$ cat config.mk
export PLATFORM = sky130hd
export DESIGN_NAME = room_ctrl_fsm
export DESIGN_NICKNAME = d
export VERILOG_FILES = /design/src/rtl/room_ctrl_pkg.sv /design/src/rtl/room_state_bank.sv /design/src/rtl/room_ctrl_fsm.sv
export SDC_FILE = /design/constraint.sdc
export NUM_CORES = 1
export LEC_CHECK = 0
export CAP_MARGIN = 20
export CORE_ASPECT_RATIO = 1.75
export CORE_MARGIN = 2
export CORE_UTILIZATION = 55
export DETAILED_ROUTE_END_ITERATION = 10
export GPL_ROUTABILITY_DRIVEN = 0
export PLACE_DENSITY = 0.92
export REMOVE_ABC_BUFFERS = 1
export SYNTH_ARGS = -nofsm -noshare
export SYNTH_HDL_FRONTEND = slang
export SYNTH_HIERARCHICAL = 1
export SYNTH_SLANG_ARGS = --single-unit
$ cat constraint.sdc
create_clock -name clock -period 3.92 [get_ports clock]
set_clock_uncertainty 0.1 [all_clocks]
set_input_delay 0.98 -clock clock [delete_from_list [all_inputs] [get_ports clock]]
set_output_delay 0.98 -clock clock [all_outputs]
set_load 0.1 [all_outputs]
$ cat src/rtl/room_ctrl_pkg.sv
// ============================================================================
// room_ctrl_pkg : shared state encoding and command constants for room_ctrl_fsm
// Revision      : 1.0
// ============================================================================
`default_nettype none

package room_ctrl_pkg;

  typedef enum logic [2:0] {
    S_CLEAR = 3'd0,
    S_IDLE  = 3'd1,
    S_WAIT  = 3'd2,
    S_DRAW  = 3'd3,
    S_DONE  = 3'd4
  } state_e;

  localparam logic FUNC_LIGHT = 1'b1;
  localparam logic FUNC_DOOR  = 1'b0;
  localparam logic ON         = 1'b1;
  localparam logic OFF        = 1'b0;

endpackage

`default_nettype wire

$ cat src/rtl/room_state_bank.sv
// ============================================================================
// room_state_bank : per-room light/door bits with one indexed write port
// Revision        : 1.0
// ============================================================================
`default_nettype none

module room_state_bank
  import room_ctrl_pkg::*;
#(
  parameter int NUM_ROOMS = 10,
  parameter int ROOM_W    = $clog2(NUM_ROOMS)
) (
  input  logic                 clock,
  input  logic                 reset,
  input  logic                 wr_en,
  input  logic [ROOM_W-1:0]    wr_room,
  input  logic                 wr_func,
  input  logic                 wr_val,
  input  logic                 zero_all,
  output logic [NUM_ROOMS-1:0] light_state,
  output logic [NUM_ROOMS-1:0] door_state
);

  logic [NUM_ROOMS-1:0] light_q, light_d;
  logic [NUM_ROOMS-1:0] door_q,  door_d;

  // Compare against every legal index so out-of-range wr_room values write nothing
  always_comb begin
    light_d = light_q;
    door_d  = door_q;
    if (zero_all) begin
      light_d = '0;
      door_d  = '0;
    end else if (wr_en) begin
      for (int i = 0; i < NUM_ROOMS; i++) begin
        if (wr_room == ROOM_W'(i)) begin
          if (wr_func == FUNC_LIGHT) light_d[i] = wr_val;
          else                       door_d[i]  = wr_val;
        end
      end
    end
  end

  always_ff @(posedge clock) begin
    if (reset) begin
      light_q <= '0;
      door_q  <= '0;
    end else begin
      light_q <= light_d;
      door_q  <= door_d;
    end
  end

  assign light_state = light_q;
  assign door_state  = door_q;

endmodule

`default_nettype wire

$ cat src/rtl/room_ctrl_fsm.sv
// ============================================================================
// room_ctrl_fsm : load/clear command sequencer driving a VGA draw datapath
// Revision      : 1.0
// ============================================================================
`default_nettype none

module room_ctrl_fsm
  import room_ctrl_pkg::*;
#(
  parameter int NUM_ROOMS = 10,
  parameter int ROOM_W    = $clog2(NUM_ROOMS),
  parameter int TIMEOUT   = 65535
) (
  input  logic                 clock,
  input  logic                 reset,
  input  logic                 load_btn,
  input  logic                 func_in,
  input  logic                 onoff_in,
  input  logic [NUM_ROOMS-1:0] room_sel,
  input  logic                 clear_req,
  input  logic                 draw_done,
  output logic [NUM_ROOMS-1:0] light_state,
  output logic [NUM_ROOMS-1:0] door_state,
  output logic                 draw_en,
  output logic                 clear_en,
  output logic [ROOM_W-1:0]    cmd_room,
  output logic                 cmd_func,
  output logic                 cmd_onoff,
  output logic                 aud_valid,
  output logic                 done,
  output logic                 err
);

  localparam int              WD_W    = $clog2(TIMEOUT + 1);
  localparam logic [WD_W-1:0] WD_LAST = WD_W'(TIMEOUT - 1);
  localparam logic [WD_W-1:0] WD_MAX  = WD_W'(TIMEOUT);

  state_e            state_q, state_d;
  logic [WD_W-1:0]   wd_q, wd_d;
  logic [ROOM_W-1:0] room_q, room_d, low_idx;
  logic              func_q, func_d, onoff_q, onoff_d;
  logic              aud_q, aud_d, done_q, done_d, err_q, err_d;
  logic              release_w, cmd_ok, cmd_bad, busy, expired, zero_all;

  always_comb begin
    low_idx = '0;
    for (int i = NUM_ROOMS - 1; i >= 0; i--) begin
      if (room_sel[i]) low_idx = ROOM_W'(i);
    end
  end

  assign release_w = (state_q == S_WAIT) && !load_btn;
  assign cmd_ok    = release_w && (room_sel != '0);
  assign cmd_bad   = release_w && (room_sel == '0);
  assign busy      = (state_q == S_DRAW) || (state_q == S_CLEAR);
  assign expired   = busy && !draw_done && (wd_q == WD_LAST);
  assign zero_all  = (state_q == S_IDLE) && (state_d == S_CLEAR);

  always_ff @(posedge clock) begin
    if (reset) begin
      state_q <= S_CLEAR;
      wd_q    <= '0;
      room_q  <= '0;
      func_q  <= 1'b0;
      onoff_q <= 1'b0;
      aud_q   <= 1'b0;
      done_q  <= 1'b0;
      err_q   <= 1'b0;
    end else begin
      state_q <= state_d;
      wd_q    <= wd_d;
      room_q  <= room_d;
      func_q  <= func_d;
      onoff_q <= onoff_d;
      aud_q   <= aud_d;
      done_q  <= done_d;
      err_q   <= err_d;
    end
  end

  always_comb begin
    state_d = state_q;
    case (state_q)
      S_IDLE: begin
        if (load_btn)       state_d = S_WAIT;
        else if (clear_req) state_d = S_CLEAR;
      end
      S_WAIT: begin
        if (!load_btn) state_d = (room_sel != '0) ? S_DRAW : S_IDLE;
      end
      S_DRAW, S_CLEAR: begin
        if (draw_done)            state_d = S_DONE;
        else if (wd_q == WD_LAST) state_d = S_IDLE;
      end
      S_DONE:  state_d = S_IDLE;
      default: state_d = S_CLEAR;
    endcase
  end

  // Watchdog restarts on every entry to a busy state and saturates instead of wrapping
  always_comb begin
    wd_d = '0;
    if (busy && (state_d == state_q)) begin
      wd_d = (wd_q == WD_MAX) ? wd_q : wd_q + WD_W'(1);
    end
    room_d  = cmd_ok ? low_idx  : room_q;
    func_d  = cmd_ok ? func_in  : func_q;
    onoff_d = cmd_ok ? onoff_in : onoff_q;
    aud_d   = cmd_ok;
    done_d  = (state_d == S_DONE) || expired;
    err_d   = cmd_bad || expired;
  end

  always_comb begin
    draw_en  = (state_q == S_DRAW);
    clear_en = (state_q == S_CLEAR);
  end

  assign cmd_room  = room_q;
  assign cmd_func  = func_q;
  assign cmd_onoff = onoff_q;
  assign aud_valid = aud_q;
  assign done      = done_q;
  assign err       = err_q;

  room_state_bank #(
    .NUM_ROOMS (NUM_ROOMS),
    .ROOM_W    (ROOM_W)
  ) u_bank (
    .clock       (clock),
    .reset       (reset),
    .wr_en       (cmd_ok),
    .wr_room     (low_idx),
    .wr_func     (func_in),
    .wr_val      (onoff_in),
    .zero_all    (zero_all),
    .light_state (light_state),
    .door_state  (door_state)
  );

endmodule

`default_nettype wire
# Yosys cells after proc, flatten, opt, wreduce, memory -nomap -nowiden
# Index checks and enable logic that the tools add are counted.
[word_totals]
reg_bits = 48
latchBits = 0
mem_bits_rw = 0
romBits = 0
input_bits = 17
output_inout_bits = 31
elab_cells = 105
mem_count = 0
[op_classes]
addsub = 1
multipliers = 0
div_mod_pow = 0
magnitude_cmp = 0
eq_ne = 17
n_shift = 0
muxes = 17
bitwise_logic = 2
n_reduce_logical = 40
[op_table]
columns = ["operator", "count"]
rows = [
  ["$reduce_and A3 Y1", 20],
  ["$mux W4", 10],
  ["$eq A16 B16 Y1 const B", 2],
  ["$add A16 B1 Y16 const B", 1],
  ["$eq A4 B3 Y1 const B", 4],
  ["$mux W3", 5],
  ["$pmux W3 S4", 1],
  ["$logic_not A10 Y1", 1],
  ["$reduce_bool A10 Y1", 1],
  ["$eq A4 B2 Y1 const B", 2],
  ["$eq A4 B4 Y1 const B", 2],
  ["$logic_and A1 B1 Y1", 7],
  ["$eq A3 B2 Y1 const B", 2],
  ["$eq A3 B3 Y1 const B", 2],
  ["$logic_not A3 Y1", 2],
  ["$reduce_or A2 Y1", 3],
  ["$eq A4 B1 Y1 const B", 1],
  ["$logic_not A4 Y1", 1],
  ["$eq A3 B1 Y1 const B", 1],
  ["$eq A3 B3 Y1", 1],
  ["$logic_or A1 B1 Y1", 3],
  ["$logic_not A1 Y1", 2],
  ["$mux W2", 1],
  ["$not A1 Y1", 2],
]

# Depth between registers and ports, before layout
# Gate-level depths: netlist (run 1).
[logic_depth]
ltp_word = 12
depth_mapped = 8

# Hierarchy
# The synthesis (run 1) kept the hierarchy.
[by_module_without_submodules]
columns = ["module", "instances", "cells_each", "area_each_um2"]
rows = [
  ["room_ctrl_fsm", 1, 167, 1478.9],
  ["room_state_bank", 1, 97, 913.4],
]

# Least setup slack after synthesis (run 1)
# OpenSTA, ideal clock, no wires.
[synth_path]
path_type = "flip-flop to output port"
start = "register state_q[1]"
end = "output clear_en"
arrival_time_ps = 1921
t_required_ps = 2840
slack_ps = 919
stages_incl_launch_ff = 4
path_cell_list = "dfxtp_1 > buf_6 > or2_4 > nor2_1"
[synth_via]
elab_chain_cells = 1
[synth_lines]
columns = ["item", "line", "source"]
rows = [
  ["start, declared", "room_ctrl_fsm.sv:38", "state_e state_q, state_d;"],
  ["start signal, assigned", "room_ctrl_fsm.sv:70", "state_q <= state_d;"],
  ["$logic_not A3 Y1", "room_ctrl_fsm.sv:116", "clear_en = (state_q == S_CLEAR);"],
  ["end, declared", "room_ctrl_fsm.sv:25", "output logic clear_en,"],
]
# Every way passes these cells.

# Final worst setup path (run 1)
[layout_path]
start = "input load_btn"
end = "register u_bank.door_q[2], in the netlist u_bank/door_state[2]"
[layout_via]
word_cells_on_any_way = 10
cone_classes = "3 x mux; 7 x reduce/logical"
[layout_lines]
columns = ["item", "line", "source"]
rows = [
  ["start, declared", "room_ctrl_fsm.sv:16", "input logic load_btn,"],
  ["$logic_not A1 Y1", "--", ""],
  ["$logic_and A1 B1 Y1", "room_ctrl_fsm.sv:52", "assign release_w = (state_q == S_WAIT) && !load_btn;"],
  ["$logic_and A1 B1 Y1", "room_ctrl_fsm.sv:53", "assign cmd_ok = release_w && (room_sel != '0);"],
  ["named net aud_d", "room_ctrl_fsm.sv:42", "logic aud_q, aud_d, done_q, done_d, err_q, err_d;"],
  ["$reduce_and A3 Y1 (no line)", "--", ""],
  ["end signal, assigned", "room_state_bank.sv:50", "door_q <= door_d;"],
  ["end, declared", "room_state_bank.sv:25", "logic [NUM_ROOMS-1:0] door_q, door_d;"],
]
# The timed path passes the listed nets, and every way through them passes these cells.
# A chain may end at the register's enable or synchronous reset.

==> tab_implementation.tex, run 1 <==
\begin{tabular}{lr}
\hline
Metric & Value \\
\hline
\multicolumn{2}{l}{\textbf{Layout}} \\
Storage cell area & 961 um2 \\
Filler cell count & 318 \\
Finished Layout Cells & 361 \\
Share of final-layout standard cells stronger than drive strength 1 & 0.112 \\
Area occupied by multi-input gates & 1340 um2 \\
Final net count & 330 \\
\# diodes & 0 \\
Area added between synthesis and finish & 24.2\% \\
\multicolumn{2}{l}{\textbf{CTS}} \\
CTS Sinks & 48 \\
Number of setup buffers added after CTS & 0 \\
Clock tree from TritonCTS & yes \\
Hold buffer count at cts & 0 \\
CTS H-tree lvls & 2 \\
Clk slew on worst S/H paths & 90 ps \\
Root buffer cell & clkbuf\_8 \\
CTS Buf Count & 5 \\
CTS-repair resized insts & 0 \\
Clock latency on the worst-skew pair & 300 ps \\
Worst-case clock buffer depth & 2 \\
\multicolumn{2}{l}{\textbf{Global route}} \\
Wire length of the first global-routing pass & 8710 um \\
Largest net degree at the start of global routing & 22 \\
Vias in the first global route & 2051 \\
Global-route usage over all layers & 0.230 \\
Grt ovf & 0 \\
Antenna violations before repair & 0 \\
\multicolumn{2}{l}{\textbf{Drt}} \\
Drt wl/cell & 13.9 um \\
Wirelength, routed & 5000 um \\
DRT iter0 DRCs & 30 \\
Post-route ant nets & 0 \\
Total number of vias & 2040 \\
Vias per std cell & 5.65 \\
Detailed-router iteration count before antenna repair & 4 \\
Post-route DRC & 0 \\
\multicolumn{2}{l}{\textbf{Setup path}} \\
CP top delay family & simple AND/OR/NAND/NOR gates \\
Critical Path AT & 3190 ps \\
CP bufs+invs & 1 \\
Crit. End Element & register \\
Worst setup SP type & input pin \\
CP max stage delay & 560 ps \\
Worst-path cell chain & clkdlybuf4s50\_1, or4b\_4, a21oi\_2, nor4b\_4, nand2\_1, mux2i\_1 \\
CP max FO & 14 \\
CP Data Required Time & 3990 ps \\
WS Path Type & in -> reg \\
Max stage delay cell, worst path & or4b\_4 \\
\multicolumn{2}{l}{\textbf{Die}} \\
Count of standard-cell rows & 31 \\
Die Span Y & 91.2 um \\
Die X-Extent & 53.9 um \\
Full die area & 4910 um2 \\
Effective utilization at floorplan & 0.576 \\
Floorplan Core Area & 4150 um2 \\
Io pins & 48 \\
\multicolumn{2}{l}{\textbf{Logic synthesis}} \\
Mean instance size in the synthesized netlist & 9.06 um2 \\
Post-synth EDFFs & 0 \\
Share of async-settable or async-resettable flops after synthesis & 0 \\
Cell count after synthesis & 264 \\
Number of synthesized register bits & 48 \\
Yosys warns & 6 \\
Main synth FF type & dfxtp\_1 \\
Fraction of the yosys area taken by sequential cells & 0.402 \\
Summed instance area of the synthesized netlist & 2390 um2 \\
Unique cell type count in the Yosys netlist & 56 \\
\multicolumn{2}{l}{\textbf{Pwr}} \\
Leakage & 0.00113 uW \\
P per Cell Area & 310 nW/um2 \\
IR Drop Worst-Case VDD & 0.281 mV \\
Overall power of the completed layout & 921 uW \\
\multicolumn{2}{l}{\textbf{STA}} \\
Final number of max-transition violations & 0 \\
Fmax & 320 MHz \\
Final critical-path required period & 3130 ps \\
Number of setup violations in the final report & 0 \\
Share of the cycle needed by the critical path after routing & 0.798 \\
RSZ-0062 raised after global routing & false \\
Fin. Hold Viols & 0 \\
Setup TNS & 0 ps \\
Worst slew slack as a fraction of its limit & 0.342 \\
Worst-Margin Slew & 985 ps \\
\multicolumn{2}{l}{\textbf{Worst hold path}} \\
Worst hold path class & reg -> reg \\
\multicolumn{2}{l}{\textbf{Outcome}} \\
Outcome & finished, final reports clean \\
\multicolumn{2}{l}{\textbf{Flow run}} \\
Number of max-cap violations & 0 \\
\multicolumn{2}{l}{\textbf{Place}} \\
Cell total after placement & 353 \\
Estimated wirelength of the detail-placed design & 3790 um \\
Buffers on Ports & 47 \\
\hline
\end{tabular}
-- sequential cells by signal, indices dropped and copies added (netlist names) --
name                count
wd_q                   16
u_bank/door_state      10
u_bank/light_state     10
cmd_room                4
state_q                 3
aud_valid               1
cmd_func                1
cmd_onoff               1
done                    1
err                     1
-- where the power goes --
part | switching [uW] | internal, uW | leakage (uW)
Combinational | 74.2 | 43.8 | 0.000695
Clock | 161 | 141 | 0.0000510
Sequential | 7.68 | 493 | 0.000387
-- routing by layer --
metal / track usage / wire (um) / vias to the layer above
met5: 0 / 0 / -
met4: 0.0812 / 74 / 0
met3: 0.0477 / 182 / 9
met2: 0.415 / 2760 / 37
met1: 0.246 / 1980 / 971
li1: - / - / 1023
-- cell usage after synthesis (all sizes together), types with 6 or more instances --
master	n	area [um2]
a21oi	8	43.8
dfxtp	48	961
nand2	43	161
xnor2	9	78.8
nand3	11	65.1
buf	6	51.3
nor2	30	130
nor3	6	30.0
mux2i	24	240
-- stage by stage --
| step | area [um2] | hold WS, ps | utilization | setup slack (ps) |
|---|---|---|---|---|
| global route | 2970 | 385 | 0.716 | 655 |
| detailed placement | 2880 | 352 | 0.694 | 483 |
| global placement | 2880 | 344 | 0.694 | 560 |
| finish | 2970 | 367 | 0.716 | 791 |
| floorplan | 2320 | 379 | - | 935 |
| CTS | 2970 | 366 | 0.716 | 804 |
-- cell type report --
cell class                 instances  share of cell area
clock buffer                       6              0.0278
clock inverter                     2             0.00337
inverter                           5             0.00632
multi-input combinational        200               0.452
sequential                        48               0.323
tap                               49              0.0206
timing repair buffer              51               0.167
-- cells in the final DEF, fill, tap and decap left out, drive strengths merged, types with 4 or more instances in the layout --
cell           Yosys  layout
buf                6       6
a21oi              8       8
nor3               6       6
nor4b              5       5
nand3             11      11
dfxtp             48      48
mux2i             24      24
inv                5       5
nand4              5       5
nor2              30      30
nor2b              4       4
nor4               4       4
nand2             43      43
clkbuf             5       6
clkdlybuf4s50      0      45
o21ai              4       4
xnor2              9       9
-- logic make-up (layout without fill, tap and decap cells) --
family | count (synthesis) | count (layout) | synth area share
simple gates | 134 | 134 | 0.324
flops | 48 | 48 | 0.402
compound gates | 27 | 27 | 0.0779
mux | 25 | 25 | 0.105
buf+inv | 16 | 64 | 0.0371
xor+xnor | 12 | 12 | 0.0439
fa+ha+maj | 2 | 2 | 0.0105
-- worst register-to-register path, stage by stage (launching register included) --
cell     delay [ps]
dfxtp_1         410
or4b_4          600
a21oi_2         460
nor4b_4         390
nand2_1         120
mux2i_1         140
-- path summary, 6_finish.rpt --
kind	start	end	slack, ps	cells past startpoint
max	load_btn	u_bank/door_state[2]	790	6
min	u_bank/door_state[9]	u_bank/door_state[9]	370	2
max reg2reg	state_q[2]	u_bank/door_state[2]	1560	5
min reg2reg	u_bank/door_state[9]	u_bank/door_state[9]	370	2
(Power assumes the default switching activity.)
==> run 2: changes to the inputs <==
--- a/config.mk
+++ b/config.mk
@@ -8,10 +8,10 @@
 export CAP_MARGIN = 20
 export CORE_ASPECT_RATIO = 1.75
 export CORE_MARGIN = 2
-export CORE_UTILIZATION = 55
+export CORE_UTILIZATION = 46
 export DETAILED_ROUTE_END_ITERATION = 10
 export GPL_ROUTABILITY_DRIVEN = 0
-export PLACE_DENSITY = 0.92
+export PLACE_DENSITY = 0.82
 export REMOVE_ABC_BUFFERS = 1
 export SYNTH_ARGS = -nofsm -noshare
 export SYNTH_HDL_FRONTEND = slang
==> constraint.sdc (replaced) <==
create_clock -name clock -period 2.6 [get_ports clock]
set_clock_uncertainty 0.1 [all_clocks]
set_input_delay 0.65 -clock clock [delete_from_list [all_inputs] [get_ports clock]]
set_output_delay 0.65 -clock clock [all_outputs]
set_load 0.1 [all_outputs]
==> run 2 against run 1 <==
Clock-buffer cell count shrank 1. Sequential share of layout area shrank 2.2 points. Combinational power grew 80%. First-iteration DRC count grew to 2.5 times the previous value. Power grew 84%. Via count grew 3.6%. Flip-flop and latch count is the same. Utilization shrank 7.6 points. Critical path depth grew 1. Non-clock buffer count grew 24. Sequential power grew 51%. Highest routed layer unchanged.
==> tab_implementation.tex, run 2 (same netlist as run 1, synthesis figures left out) <==
\begin{tabular}{lr}
\hline
Metric & Value \\
\hline
\multicolumn{2}{l}{\textbf{Setup path}} \\
Crit. End Element & register (unchanged) \\
CP max FO & 6 (was 14) \\
Critical Path AT & 2610 ps (was 3190 ps) \\
CP Data Required Time & 2680 ps (was 3990 ps) \\
Worst setup SP type & input pin (unchanged) \\
WS Path Type & in -> reg (unchanged) \\
\multicolumn{2}{l}{\textbf{STA}} \\
Fmax & 396 MHz \\
Share of the cycle needed by the critical path after routing & 0.972 \\
Setup TNS & 0 ps (unchanged) \\
Final number of max-transition violations & 0 (unchanged) \\
Worst-Margin Slew & 562 ps (was 985 ps) \\
Number of setup violations in the final report & 0 (unchanged) \\
RSZ-0062 raised after global routing & false (unchanged) \\
Worst slew slack as a fraction of its limit & 0.624 (was 0.342) \\
Final critical-path required period & 2530 ps \\
Worst hold slack & 364 ps (was 367 ps) \\
Fin. Hold Viols & 0 (unchanged) \\
\multicolumn{2}{l}{\textbf{Global route}} \\
Fraction of met3 tracks used by global routing & 0.0312 (was 0.0477) \\
Global-route layer with the greatest usage & met2 (unchanged) \\
Largest net degree at the start of global routing & 21 (was 22) \\
Met1 track demand over resource & 0.205 (was 0.246) \\
Global-route usage over all layers & 0.191 (was 0.230) \\
Grt ovf & 0 (unchanged) \\
Wire length of the first global-routing pass & 8890 um (was 8710 um) \\
Vias in the first global route & 2015 (was 2051) \\
Met2 usage in global routing & 0.363 (was 0.415) \\
Antenna violations before repair & 0 (unchanged) \\
\multicolumn{2}{l}{\textbf{Die}} \\
Full die area & 5820 um2 (was 4910 um2) \\
Die Span Y & 99.4 um (was 91.2 um) \\
Floorplan Core Area & 4980 um2 (was 4150 um2) \\
Count of standard-cell rows & 34 (was 31) \\
Io pins & 48 (unchanged) \\
Die X-Extent & 58.5 um (was 53.9 um) \\
Effective utilization at floorplan & 0.481 (was 0.576) \\
\multicolumn{2}{l}{\textbf{Outcome}} \\
Outcome & finished, final reports clean (unchanged) \\
\multicolumn{2}{l}{\textbf{CTS}} \\
Clock latency on the worst-skew pair & 300 ps (about the same) \\
CTS Sinks & 48 (unchanged) \\
CTS Buf Count & 5 (unchanged) \\
Worst-case clock buffer depth & 2 (unchanged) \\
Number of setup buffers added after CTS & 0 (unchanged) \\
Clock tree from TritonCTS & yes (unchanged) \\
Root buffer cell & clkbuf\_8 (unchanged) \\
CTS H-tree lvls & 2 (unchanged) \\
Clk slew on worst S/H paths & 90 ps (about the same) \\
\multicolumn{2}{l}{\textbf{Layout}} \\
Register bank with the most flops & wd\_q (unchanged) \\
Highest-count cells in the layout ignoring fill and taps & 58 x buf\_4, 48 x dfxtp\_1, 43 x nand2\_1, 24 x mux2i\_1, 23 x nor2\_1 (was 48 x dfxtp\_1, 45 x clkdlybuf4s50\_1, 43 x nand2\_1, 24 x mux2i\_1, 23 x nor2\_1) \\
Largest register FFs & 16 (unchanged) \\
Area added between synthesis and finish & 33.2\% (was 24.2\%) \\
\# diodes & 0 (unchanged) \\
Leading cell type in the layout, fill and taps excluded & buf\_4 (was dfxtp\_1) \\
Final net count & 354 (was 330) \\
Share of final-layout standard cells stronger than drive strength 1 & 0.271 (was 0.112) \\
End-of-flow core utilization & 0.640 (was 0.716) \\
\multicolumn{2}{l}{\textbf{Pwr}} \\
Leakage & 0.00135 uW (was 0.00113 uW) \\
P per Cell Area & 532 nW/um2 (was 310 nW/um2) \\
Overall power of the completed layout & 1700 uW (was 921 uW) \\
IR Drop Worst-Case VDD & 0.442 mV (was 0.281 mV) \\
\multicolumn{2}{l}{\textbf{Drt}} \\
Wirelength, routed & 5370 um (was 5000 um) \\
Detailed-router iteration count before antenna repair & 6 (was 4) \\
Vias per std cell & 5.42 (was 5.65) \\
Total number of vias & 2114 (was 2040) \\
Post-route ant nets & 0 (unchanged) \\
Drt wl/cell & 13.8 um (was 13.9 um) \\
DRT iter0 DRCs & 76 (was 30) \\
Post-route DRC & 0 (unchanged) \\
\multicolumn{2}{l}{\textbf{Worst hold path}} \\
Worst hold path class & reg -> reg (unchanged) \\
\multicolumn{2}{l}{\textbf{Flow run}} \\
Number of max-cap violations & 0 (unchanged) \\
\multicolumn{2}{l}{\textbf{Place}} \\
Estimated wirelength of the detail-placed design & 4030 um (was 3790 um) \\
Buffers on Ports & 47 (unchanged) \\
\hline
\end{tabular}
## run 2: area by class of cell
type                    instances  area, um2
clock buffers                   5       68.8
clock inverters                 3       90.1
fillers                       418       1790
inverters                       5       18.8
multi-input cells             200       1370
flip-flops and latches         48        961
well taps                      54       67.6
repair buffers                 75        616
## run 2: repair_timing
item,in CTS,in global routing
hold buffers,0,0
endpoints found under the setup margin,1,15
gates resized for setup,1,4
## run 2: worst paths after layout
path,start,cells past startpoint,slack [ps],end
max,room_sel[0],7,70,u_bank/light_state[8]
min,u_bank/door_state[5],2,360,u_bank/door_state[5]
max reg2reg,state_q[1],5,510,u_bank/door_state[2]
min reg2reg,u_bank/door_state[5],2,360,u_bank/door_state[5]
## run 2: layer usage
layer | up-vias | routed length, um
met4 | 0 | 65
met5 | - | 0
met2 | 45 | 3010
met1 | 995 | 2110
li1 | 1067 | -
met3 | 7 | 174
## run 2: power by group
| part | total, uW | leakage (uW) | internal (uW) | switching [uW] |
|---|---|---|---|---|
| combinational | 212 | 0.000885 | 91.7 | 120 |
| sequential | 755 | 0.000387 | 743 | 11.8 |
| clock | 729 | 0.0000784 | 481 | 248 |
| total | 1700 | 0.00135 | 1320 | 380 |
## run 2: stage by stage
| step | instance area, um2 | cells | setup WS, ps |
|---|---|---|---|
| 2_1_floorplan | 2320 | 253 | -55.2 |
| 3_3_place_gp | 3010 | 382 | -262 |
| 3_5_place_dp | 3010 | 382 | -306 |
| 4_1_cts | 3170 | 390 | 32.7 |
| 5_1_grt | 3190 | 390 | 11.1 |
| 6_report | 3190 | 390 | 71.8 |
## run 2: worst max-delay path, stage by stage
cell and delay [ps]:
clkdlybuf4s50_1 430, or4_4 570, nor3_1 240, buf_4 170, nand4b_1 150, o311ai_1 280, o41ai_1 120
==> run 3: changes to the inputs <==
--- a/config.mk
+++ b/config.mk
@@ -5,9 +5,9 @@
 export SDC_FILE = /design/constraint.sdc
 export NUM_CORES = 1
 export LEC_CHECK = 0
+export ABC_CLOCK_PERIOD_IN_PS = 2600
 export CAP_MARGIN = 20
 export CORE_ASPECT_RATIO = 1.75
-export CORE_MARGIN = 2
 export CORE_UTILIZATION = 46
 export DETAILED_ROUTE_END_ITERATION = 10
 export GPL_ROUTABILITY_DRIVEN = 0
==> run 3 against run 2 <==
Via count rose by 0.95%. Cell count fell by 0.51%. Flip-flop and latch count unchanged. Cell area shrank 2.2%. Critical endpoint is now u_bank/door_state[3]. Sequential power barely moved. Critical path type unchanged.
==> tab_implementation.tex, run 3 (same netlist as run 1, synthesis figures left out) <==
\begin{tabular}{lr}
\hline
Metric & Value \\
\hline
\multicolumn{2}{l}{\textbf{Die}} \\
Die X-Extent & 56.5 um (was 58.5 um) \\
Die Span Y & 97.4 um (was 99.4 um) \\
Floorplan Core Area & 4980 um2 (unchanged) \\
Count of standard-cell rows & 34 (unchanged) \\
Io pins & 48 (unchanged) \\
Effective utilization at floorplan & 0.481 (unchanged) \\
Full die area & 5500 um2 (was 5820 um2) \\
\multicolumn{2}{l}{\textbf{STA}} \\
Worst slew slack as a fraction of its limit & 0.628 (was 0.624) \\
RSZ-0062 raised after global routing & true (was false) \\
Worst-Margin Slew & 550 ps (was 562 ps) \\
Fmax & 394 MHz (was 396 MHz) \\
Fin. Hold Viols & 0 (unchanged) \\
Number of setup violations in the final report & 0 (unchanged) \\
Min setup slack post-route & 62.9 ps (was 71.8 ps) \\
Final critical-path required period & 2540 ps (was 2530 ps) \\
Final number of max-transition violations & 0 (unchanged) \\
Share of the cycle needed by the critical path after routing & 0.976 (was 0.972) \\
\multicolumn{2}{l}{\textbf{Layout}} \\
Highest-count cells in the layout ignoring fill and taps & 56 x buf\_4, 48 x dfxtp\_1, 43 x nand2\_1, 24 x mux2i\_1, 23 x nor2\_1 (was 58 x buf\_4, 48 x dfxtp\_1, 43 x nand2\_1, 24 x mux2i\_1, 23 x nor2\_1) \\
Post-route cell area & 3120 um2 (was 3190 um2) \\
Area occupied by multi-input gates & 1360 um2 (was 1370 um2) \\
Share of final-layout standard cells stronger than drive strength 1 & 0.263 (was 0.271) \\
Final net count & 352 (was 354) \\
Area added between synthesis and finish & 30.3\% (was 33.2\%) \\
Finished Layout Cells & 388 (was 390) \\
Leading cell type in the layout, fill and taps excluded & buf\_4 (unchanged) \\
Register bank with the most flops & wd\_q (unchanged) \\
Storage cell area & 961 um2 (unchanged) \\
\# diodes & 0 (unchanged) \\
Filler cell count & 415 (was 418) \\
Largest register FFs & 16 (unchanged) \\
\multicolumn{2}{l}{\textbf{Drt}} \\
Vias per std cell & 5.50 (was 5.42) \\
Drt wl/cell & 13.7 um (was 13.8 um) \\
Post-route ant nets & 0 (unchanged) \\
Wirelength, routed & 5310 um (was 5370 um) \\
Post-route DRC & 0 (unchanged) \\
DRT iter0 DRCs & 123 (was 76) \\
Total number of vias & 2134 (was 2114) \\
Detailed-router iteration count before antenna repair & 4 (was 6) \\
\multicolumn{2}{l}{\textbf{Outcome}} \\
Outcome & finished, final reports clean (unchanged) \\
\multicolumn{2}{l}{\textbf{Worst hold path}} \\
Endpoint of the worst hold-timing path & u\_bank/light\_state[0] (was u\_bank/door\_state[5]) \\
Worst hold stages & 2 (unchanged) \\
Worst hold path class & reg -> reg (unchanged) \\
Start point of the worst min-delay path & u\_bank/light\_state[0] (was u\_bank/door\_state[5]) \\
\multicolumn{2}{l}{\textbf{Global route}} \\
Vias in the first global route & 2104 (was 2015) \\
Grt ovf & 0 (unchanged) \\
Global-route usage over all layers & 0.201 (was 0.191) \\
Antenna violations before repair & 0 (unchanged) \\
Wire length of the first global-routing pass & 9130 um (was 8890 um) \\
Largest net degree at the start of global routing & 20 (was 21) \\
\multicolumn{2}{l}{\textbf{Pwr}} \\
Leakage & 0.00132 uW (was 0.00135 uW) \\
P per Cell Area & 478 nW/um2 (was 532 nW/um2) \\
IR Drop Worst-Case VDD & 0.633 mV (was 0.442 mV) \\
\multicolumn{2}{l}{\textbf{CTS}} \\
CTS Buf Count & 5 (unchanged) \\
Clock latency on the worst-skew pair & 290 ps (was 300 ps) \\
CTS-repair resized insts & 0 (was 1) \\
Number of setup buffers added after CTS & 0 (unchanged) \\
CTS H-tree lvls & 2 (unchanged) \\
Clock tree from TritonCTS & yes (unchanged) \\
Root buffer cell & clkbuf\_8 (unchanged) \\
Worst-case clock buffer depth & 2 (unchanged) \\
CTS Sinks & 48 (unchanged) \\
Clk slew on worst S/H paths & 90 ps (about the same) \\
Hold buffer count at cts & 0 (unchanged) \\
\multicolumn{2}{l}{\textbf{Setup path}} \\
RR Startpoint & state\_q[2] (was state\_q[1]) \\
CP max FO & 5 (was 6) \\
Crit. End Element & register (unchanged) \\
R2r worst-path depth & 6 (was 5) \\
WS Path Type & in -> reg (unchanged) \\
RR Endpoint & u\_bank/door\_state[3] (was u\_bank/door\_state[2]) \\
CP Data Required Time & 2680 ps (about the same) \\
Worst setup SP type & input pin (unchanged) \\
Critical Path AT & 2620 ps (was 2610 ps) \\
Worst reg-to-reg setup slack & 460 ps (was 510 ps) \\
\multicolumn{2}{l}{\textbf{Place}} \\
Estimated wirelength of the detail-placed design & 3990 um (was 4030 um) \\
Buffers on Ports & 47 (unchanged) \\
Cell total after placement & 380 (was 382) \\
Worst slack at placement & -275 ps (was -306 ps) \\
Placed instance area & 2990 um2 (was 3010 um2) \\
\multicolumn{2}{l}{\textbf{Flow run}} \\
Number of max-cap violations & 0 (unchanged) \\
\hline
\end{tabular}
run 3: cell types whose count changed in the layout (fill, tap and decap cells not counted):
| cell | change |
|---|---|
| nor2b_1 | +1 |
| buf_4 | -2 |
| bufinv_16 | -2 |
| nor2_2 | +1 |
| clkinvlp_4 | +1 |
| clkinv_2 | +1 |
| nor2b_2 | -1 |
| nor2_4 | -1 |
run 3: layout make-up:
cell class | count | share of cell area
Timing Repair Buffer | 73 | 0.193
Inverter | 5 | 0.00602
Clock inverter | 3 | 0.0136
Clock buffer | 5 | 0.0221
Sequential cell | 48 | 0.308
Multi-Input combinational cell | 200 | 0.436
Tap cell | 54 | 0.0217
run 3: worst max-delay path by stage:
stage | start | end | slack, ps | cells past startpoint
after CTS | room_sel[4] | u_bank/door_state[3] | 30 | 7
after global placement | room_sel[4] | u_bank/door_state[2] | -230 | 7
final | room_sel[4] | u_bank/door_state[3] | 60 | 7
after global routing | room_sel[4] | u_bank/door_state[1] | -20 | 7
after detailed placement | room_sel[4] | u_bank/door_state[3] | -280 | 7
after floorplan | room_sel[0] | u_bank/light_state[8] | -60 | 5
run 3: stage by stage:
step | util | hold WS [ps] | power [uW] | setup TNS (ps)
final | 0.626 | 362 | 1490 | 0
after global routing | 0.626 | 380 | 1550 | -27.4
after CTS | 0.623 | 366 | 1500 | 0
after detailed placement | 0.601 | 354 | 977 | -4220
after global placement | 0.601 | 347 | 974 | -3100
after floorplan | - | 379 | 880 | -104
run 3: where the power goes:
part / internal (uW) / switching, uW
Sequential: 743 / 11.4
Combinational: 89.1 / 119
Clock: 285 / 242
run 3: routing by layer:
metal,vias up,part of all wire,global-route usage
met5,-,0,0
met3,13,0.040,0.0360
met1,1006,0.38,0.211
met2,54,0.56,0.382
met4,0,0.020,0.0750
li1,1061,-,-
run 3: worst max-delay path, stage by stage:
cell	delay [ps]
clkdlybuf4s50_1	440
or4_4	570
nor2b_1	200
buf_4	150
nor4b_4	360
nand3_2	120
mux2i_1	130
